## src/rtl/wb_arb2_if.sv

```systemverilog
// wb_arb2_if: Wishbone bus bundle shared by requesters and the downstream resource
interface if_wb #(parameter int AWIDTH = 32);
    logic [AWIDTH-1:0] adr;
    logic [31:0] dat_o;
    logic [31:0] dat_i;
    logic [3:0] sel;
    logic we;
    logic cyc;
    logic stb;
    logic ack;
    modport master(output adr, dat_o, sel, we, cyc, stb, input dat_i, ack);
    modport slave(input adr, dat_o, sel, we, cyc, stb, output dat_i, ack);
endinterface

```

## src/rtl/wb_arb2.sv

```systemverilog
// wb_arb2: two-requester round-robin Wishbone arbiter with stall timeout
module wb_arb2 #(
    parameter int TIMEOUT = 255,
    parameter int AWIDTH = 32
) (
    input  logic       clk_i,
    input  logic       rst_i,
    if_wb.slave        m0,
    if_wb.slave        m1,
    if_wb.master       s,
    output logic [1:0] grant,
    output logic       timeout
);
    localparam logic [1:0] IDLE = 2'b00;
    localparam logic [1:0] OWN0 = 2'b01;
    localparam logic [1:0] OWN1 = 2'b10;
    localparam logic [7:0] LIM = 8'(TIMEOUT - 1);
    logic [1:0] nxt;
    logic       last;
    logic [7:0] cnt;
    logic       o0;
    logic       o1;
    logic       own_cyc;
    logic       own_stb;
    logic       busy;
    assign o0 = grant == OWN0;
    assign o1 = grant == OWN1;
    assign own_cyc = o0 ? m0.cyc : o1 ? m1.cyc : 1'b0;
    assign own_stb = o0 ? m0.stb : o1 ? m1.stb : 1'b0;
    assign busy = own_cyc & own_stb & ~s.ack;
    assign timeout = busy & (cnt == LIM);
    // an owner still holding cyc always stays; last=1 means m1 was served last
    assign nxt = (o0 & m0.cyc) ? OWN0 :
                 (o1 & m1.cyc) ? OWN1 :
                 (m0.cyc & m1.cyc) ? (last ? OWN0 : OWN1) :
                 m0.cyc ? OWN0 :
                 m1.cyc ? OWN1 : IDLE;
    always_ff @(posedge clk_i) begin
        if (rst_i) begin
            grant <= IDLE;
            last  <= 1'b1;
            cnt   <= 8'd0;
        end else begin
            grant <= nxt;
            if (nxt != grant && nxt != IDLE) last <= nxt == OWN1;
            cnt <= (nxt != grant || !busy || timeout) ? 8'd0 : cnt + 8'd1;
        end
    end
    assign s.adr   = o0 ? m0.adr : o1 ? m1.adr : {AWIDTH{1'b0}};
    assign s.dat_o = o0 ? m0.dat_o : o1 ? m1.dat_o : 32'h0;
    assign s.sel   = o0 ? m0.sel : o1 ? m1.sel : 4'h0;
    assign s.we    = o0 ? m0.we : o1 ? m1.we : 1'b0;
    assign s.cyc   = own_cyc;
    assign s.stb   = own_stb & ~timeout;
    assign m0.ack   = o0 & (s.ack | timeout);
    assign m1.ack   = o1 & (s.ack | timeout);
    assign m0.dat_i = o0 ? (timeout ? 32'hFFFF_FFFF : s.dat_i) : 32'h0;
    assign m1.dat_i = o1 ? (timeout ? 32'hFFFF_FFFF : s.dat_i) : 32'h0;
endmodule

```

## src/flat_wrapper.sv

```systemverilog
// flat-port wrapper written by rule: the top's interface ports become plain ports
module wb_arb2_flat 
#(
    parameter int TIMEOUT = 255,
    parameter int AWIDTH = 32
)
  (clk_i, rst_i, grant, timeout, m0_adr, m0_dat_o, m0_sel, m0_we, m0_cyc, m0_stb, m0_dat_i, m0_ack, m1_adr, m1_dat_o, m1_sel, m1_we, m1_cyc, m1_stb, m1_dat_i, m1_ack, s_adr, s_dat_o, s_sel, s_we, s_cyc, s_stb, s_dat_i, s_ack);
  if_wb #(.AWIDTH(AWIDTH)) m0_i ();
  if_wb #(.AWIDTH(AWIDTH)) m1_i ();
  if_wb #(.AWIDTH(AWIDTH)) s_i ();
  input  logic clk_i;
  input  logic rst_i;
  output logic [1:0] grant;
  output logic timeout;
  input wire logic [$bits(m0_i.adr)-1:0] m0_adr;
  input wire logic [$bits(m0_i.dat_o)-1:0] m0_dat_o;
  input wire logic [$bits(m0_i.sel)-1:0] m0_sel;
  input wire logic [$bits(m0_i.we)-1:0] m0_we;
  input wire logic [$bits(m0_i.cyc)-1:0] m0_cyc;
  input wire logic [$bits(m0_i.stb)-1:0] m0_stb;
  output wire logic [$bits(m0_i.dat_i)-1:0] m0_dat_i;
  output wire logic [$bits(m0_i.ack)-1:0] m0_ack;
  input wire logic [$bits(m1_i.adr)-1:0] m1_adr;
  input wire logic [$bits(m1_i.dat_o)-1:0] m1_dat_o;
  input wire logic [$bits(m1_i.sel)-1:0] m1_sel;
  input wire logic [$bits(m1_i.we)-1:0] m1_we;
  input wire logic [$bits(m1_i.cyc)-1:0] m1_cyc;
  input wire logic [$bits(m1_i.stb)-1:0] m1_stb;
  output wire logic [$bits(m1_i.dat_i)-1:0] m1_dat_i;
  output wire logic [$bits(m1_i.ack)-1:0] m1_ack;
  output wire logic [$bits(s_i.adr)-1:0] s_adr;
  output wire logic [$bits(s_i.dat_o)-1:0] s_dat_o;
  output wire logic [$bits(s_i.sel)-1:0] s_sel;
  output wire logic [$bits(s_i.we)-1:0] s_we;
  output wire logic [$bits(s_i.cyc)-1:0] s_cyc;
  output wire logic [$bits(s_i.stb)-1:0] s_stb;
  input wire logic [$bits(s_i.dat_i)-1:0] s_dat_i;
  input wire logic [$bits(s_i.ack)-1:0] s_ack;
  assign m0_i.adr = m0_adr;
  assign m0_i.dat_o = m0_dat_o;
  assign m0_i.sel = m0_sel;
  assign m0_i.we = m0_we;
  assign m0_i.cyc = m0_cyc;
  assign m0_i.stb = m0_stb;
  assign m0_dat_i = m0_i.dat_i;
  assign m0_ack = m0_i.ack;
  assign m1_i.adr = m1_adr;
  assign m1_i.dat_o = m1_dat_o;
  assign m1_i.sel = m1_sel;
  assign m1_i.we = m1_we;
  assign m1_i.cyc = m1_cyc;
  assign m1_i.stb = m1_stb;
  assign m1_dat_i = m1_i.dat_i;
  assign m1_ack = m1_i.ack;
  assign s_adr = s_i.adr;
  assign s_dat_o = s_i.dat_o;
  assign s_sel = s_i.sel;
  assign s_we = s_i.we;
  assign s_cyc = s_i.cyc;
  assign s_stb = s_i.stb;
  assign s_i.dat_i = s_dat_i;
  assign s_i.ack = s_ack;
  wb_arb2 #(.TIMEOUT(TIMEOUT), .AWIDTH(AWIDTH)) u_core (.clk_i(clk_i), .rst_i(rst_i), .m0(m0_i), .m1(m1_i), .s(s_i), .grant(grant), .timeout(timeout));
endmodule
```

## config.mk

```make
export PLATFORM = sky130hd
export DESIGN_NAME = wb_arb2_flat
export DESIGN_NICKNAME = d
export VERILOG_FILES = /design/src/rtl/wb_arb2_if.sv /design/src/rtl/wb_arb2.sv /design/src/flat_wrapper.sv
export SDC_FILE = /design/constraint.sdc
export NUM_CORES = 1
export LEC_CHECK = 0
export ABC_AREA = 1
export ABC_CLOCK_PERIOD_IN_PS = 3000
export CORE_AREA = 2 2 123 125
export DETAILED_ROUTE_END_ITERATION = 8
export DIE_AREA = 0 0 125 127
export SLEW_MARGIN = 20
export SYNTH_ARGS = -nofsm -noshare
export SYNTH_HDL_FRONTEND = slang
export SYNTH_SLANG_ARGS = --single-unit
```

## constraint.sdc

```tcl
create_clock -name clk_i -period 3 [get_ports clk_i]
set_input_delay 0.3 -clock clk_i [delete_from_list [all_inputs] [get_ports clk_i]]
set_output_delay 0.3 -clock clk_i [all_outputs]
set_load 0.01 [all_outputs]
```

==> results.toml <==
[run_status]
outcome = "finished, final reports clean"

[placed_design]
gp_congestion = 0.795
io_buffers = 316
place_hpwl_mm = 9.71

[grt]
grtUsageTotal_pct = 12.7
grt_max_degree = 71
grt_pass1_vias = 3276
grt_pass1_wl_mm = 16.5
antenna_found_initial = 0
grt-ovfl-total = 0

[synth]
yosysSeqAreaShare_pct = 12.1
syn_area_sq_um = 1820
yosysTopAreaCell = "a22o_1"
synth_warnings = 0
synthTopCellsByArea = "a22o_1 33%, a21oi_1 14%, dfxtp_1 12%, inv_1 9.1%, a21oi_2 7.7%"
synth_top_area_share_pct = 33.2
syn-num-nets = 456
avgSynthCellArea_sq_um = 6.58
ys_seq_elements = 11
syn_inst = 277
ys_types = 21

[worst_hold_path]
hold_depth = 2
hold_path_class = "reg2reg"
min_from = "u_core.cnt[4]"
hold_end = "u_core.cnt[4]"

[floorplanning]
die_x_um = 125
die_h_um = 127
pin_count = 317
die_area_sq_um = 15900
core_sq_um = 14400
rows = 44
start_util_pct = 12.6

[critical_path]
crit_chain = "clkdlybuf4s50_1, nand3_1, a21oi_2, nand3b_1, buf_12, a21oi_1, clkdlybuf4s50_1"
path_class = "in2out"
arrival_ns = 2.41
critPathLaunchType = "input port"
cp_num_buf_inv = 3
r2r_cells = 5
timing.rr.start = "u_core.grant[1]"
ff2ff_setup_slack_ns = 1.43
cp_slowest_cell = "clkdlybuf4s50_1"
cp_common_cell = "clkdlybuf4s50_1"
slowest_delay_ns = 0.58
path_delay_family = "buffers and inverters"
critPathMaxFanout = 65
end_kind = "output pin"
required_ns = 2.70
r2r-end = "u_core.cnt[4]"

[timing]
worst_slew_pin_slew_ns = 0.708
maxSlewViolCount = 0
slew-limit-headroom_pct = 52.8
period_share_pct = 90.5
worst_hold_slack_ns = 0.480
setup-violations-final = 0
fmax_mhz = 368
fin_crit_ns = 2.71
finalSetupTns_ns = 0
hold_violations = 0
rsz0062_at_grt = "false"
finClkSkew_ns = 0.00435

[detailed_routing]
drt_iter0_drc = 124
ant_nets = 0
wl_mm = 11.5
avgViaCountPerCell = 4.26
route.detailed.drc = 0
routedWlPerCell_um = 15.1
vias = 3233
dr.pass1.iters = 4

[clock_tree]
cts-buffers-inserted = 3
cts_max_level = 1
clkLatencyLatePin_ns = 0.24
cts_hold_buffers = 0
clock_sinks = 11
cts_resized = 0
cts.reportedPaths.clkPinSlew_ns = 0.04
clock-root-buffer = "clkbuf_16"
cts_tree = "done"
post-cts-setup-buffer-count = 0
cts.path.max_buffers = 2

[final_layout]
finalNetCount = 755
syn_to_final_growth_pct = 186
utilization_pct = 36.2
antenna_cells = 0
mostFrequentLayoutCell = "clkdlybuf4s50_1"
final_cell_mix = "316 x clkdlybuf4s50_1, 69 x a22o_1, 51 x a21oi_1"
layout-drive-gt1-share_pct = 5.22

[power]
leakage_nw = 2.08
p_per_area_nw_per_um2 = 248
peakVddDrop_v = 0.000170
total_power_w = 0.00129

[run]
drv_cap = 0
[kinds of logic after synthesis]
logic type               Yosys count  share of synthesized area (%)
buffers and inverters             75                           17.6
AND/OR/NAND/NOR                   46                           10.9
AO/OA/AOI/OAI                    138                           55.6
adder cells (fa/ha/maj)            2                           1.37
flip-flops                        11                           12.1
XOR/XNOR                           5                           2.40
[worst max-delay path by stage]
stage                          from            to  slack [ns]  depth (start not counted)
floorplan           u_core.grant[1]  m0_dat_i[10]        1.20                          8
global placement             m0_cyc  m0_dat_i[29]        0.32                          7
detailed placement           m0_cyc  m0_dat_i[29]        0.29                          7
CTS                          m0_cyc  m0_dat_i[29]        0.29                          7
global route                 m0_cyc  m1_dat_i[30]        0.14                          7
finish                       m0_cyc  m0_dat_i[29]        0.29                          7
[stage by stage]
stage | area [sq um] | std cells | setup WS [ns]
6_report | 5220 | 759 | 0.285
5_1_grt | 5220 | 759 | 0.143
4_1_cts | 5220 | 759 | 0.287
3_5_place_dp | 5140 | 755 | 0.294
3_3_place_gp | 5140 | 755 | 0.325
2_1_floorplan | 1820 | 277 | 1.20
[registers in the layout (all words and copies together), names as in the netlist]
register,cells
u_core.last,1
u_core.cnt,8
u_core.grant,2
[cell usage after synthesis, drive strengths merged]
master / count
a21oi: 67
a22o: 69
buf: 7
clkbuf: 20
dfxtp: 11
ha: 2
inv: 48
nand2: 20
nand3: 6
nand3b: 1
nand4: 4
nor2: 14
o21bai: 1
o22ai: 1
or2: 1
xnor2: 2
xor2: 3
[per-layer routing]
| metal | up-vias | track usage (%) | wire (um) | part of all wire, % |
|---|---|---|---|---|
| li1 | 1584 | - | - | - |
| met1 | 1447 | 13.6 | 4270 | 37 |
| met2 | 182 | 24.4 | 5920 | 52 |
| met3 | 20 | 3.48 | 949 | 8.3 |
| met4 | 0 | 3.27 | 314 | 2.7 |
| met5 | - | 0 | 0 | 0 |
[where the power goes]
part	total (W)	internal (W)	switching, W
combinational	0.000893	0.000548	0.000346
clock	0.000241	0.000178	0.0000626
sequential	0.000158	0.000152	0.00000589
[worst reg2reg max path, stage by stage, from the launching register on]
cell and delay, ns:
dfxtp_1 0.36, inv_2 0.11, nand2_1 0.12, o22ai_1 0.32, nand4_1 0.37, a21oi_1 0.22
[layout make-up]
type | count | area (sq um)
well taps | 184 | 230
repair buffers | 321 | 3230
clock buffers | 4 | 78.8
flip-flops and latches | 11 | 220
fillers | 1501 | 9210
multi-input cells | 191 | 1280
inverters | 48 | 180
Note: power is estimated with default switching activity, not from simulation.
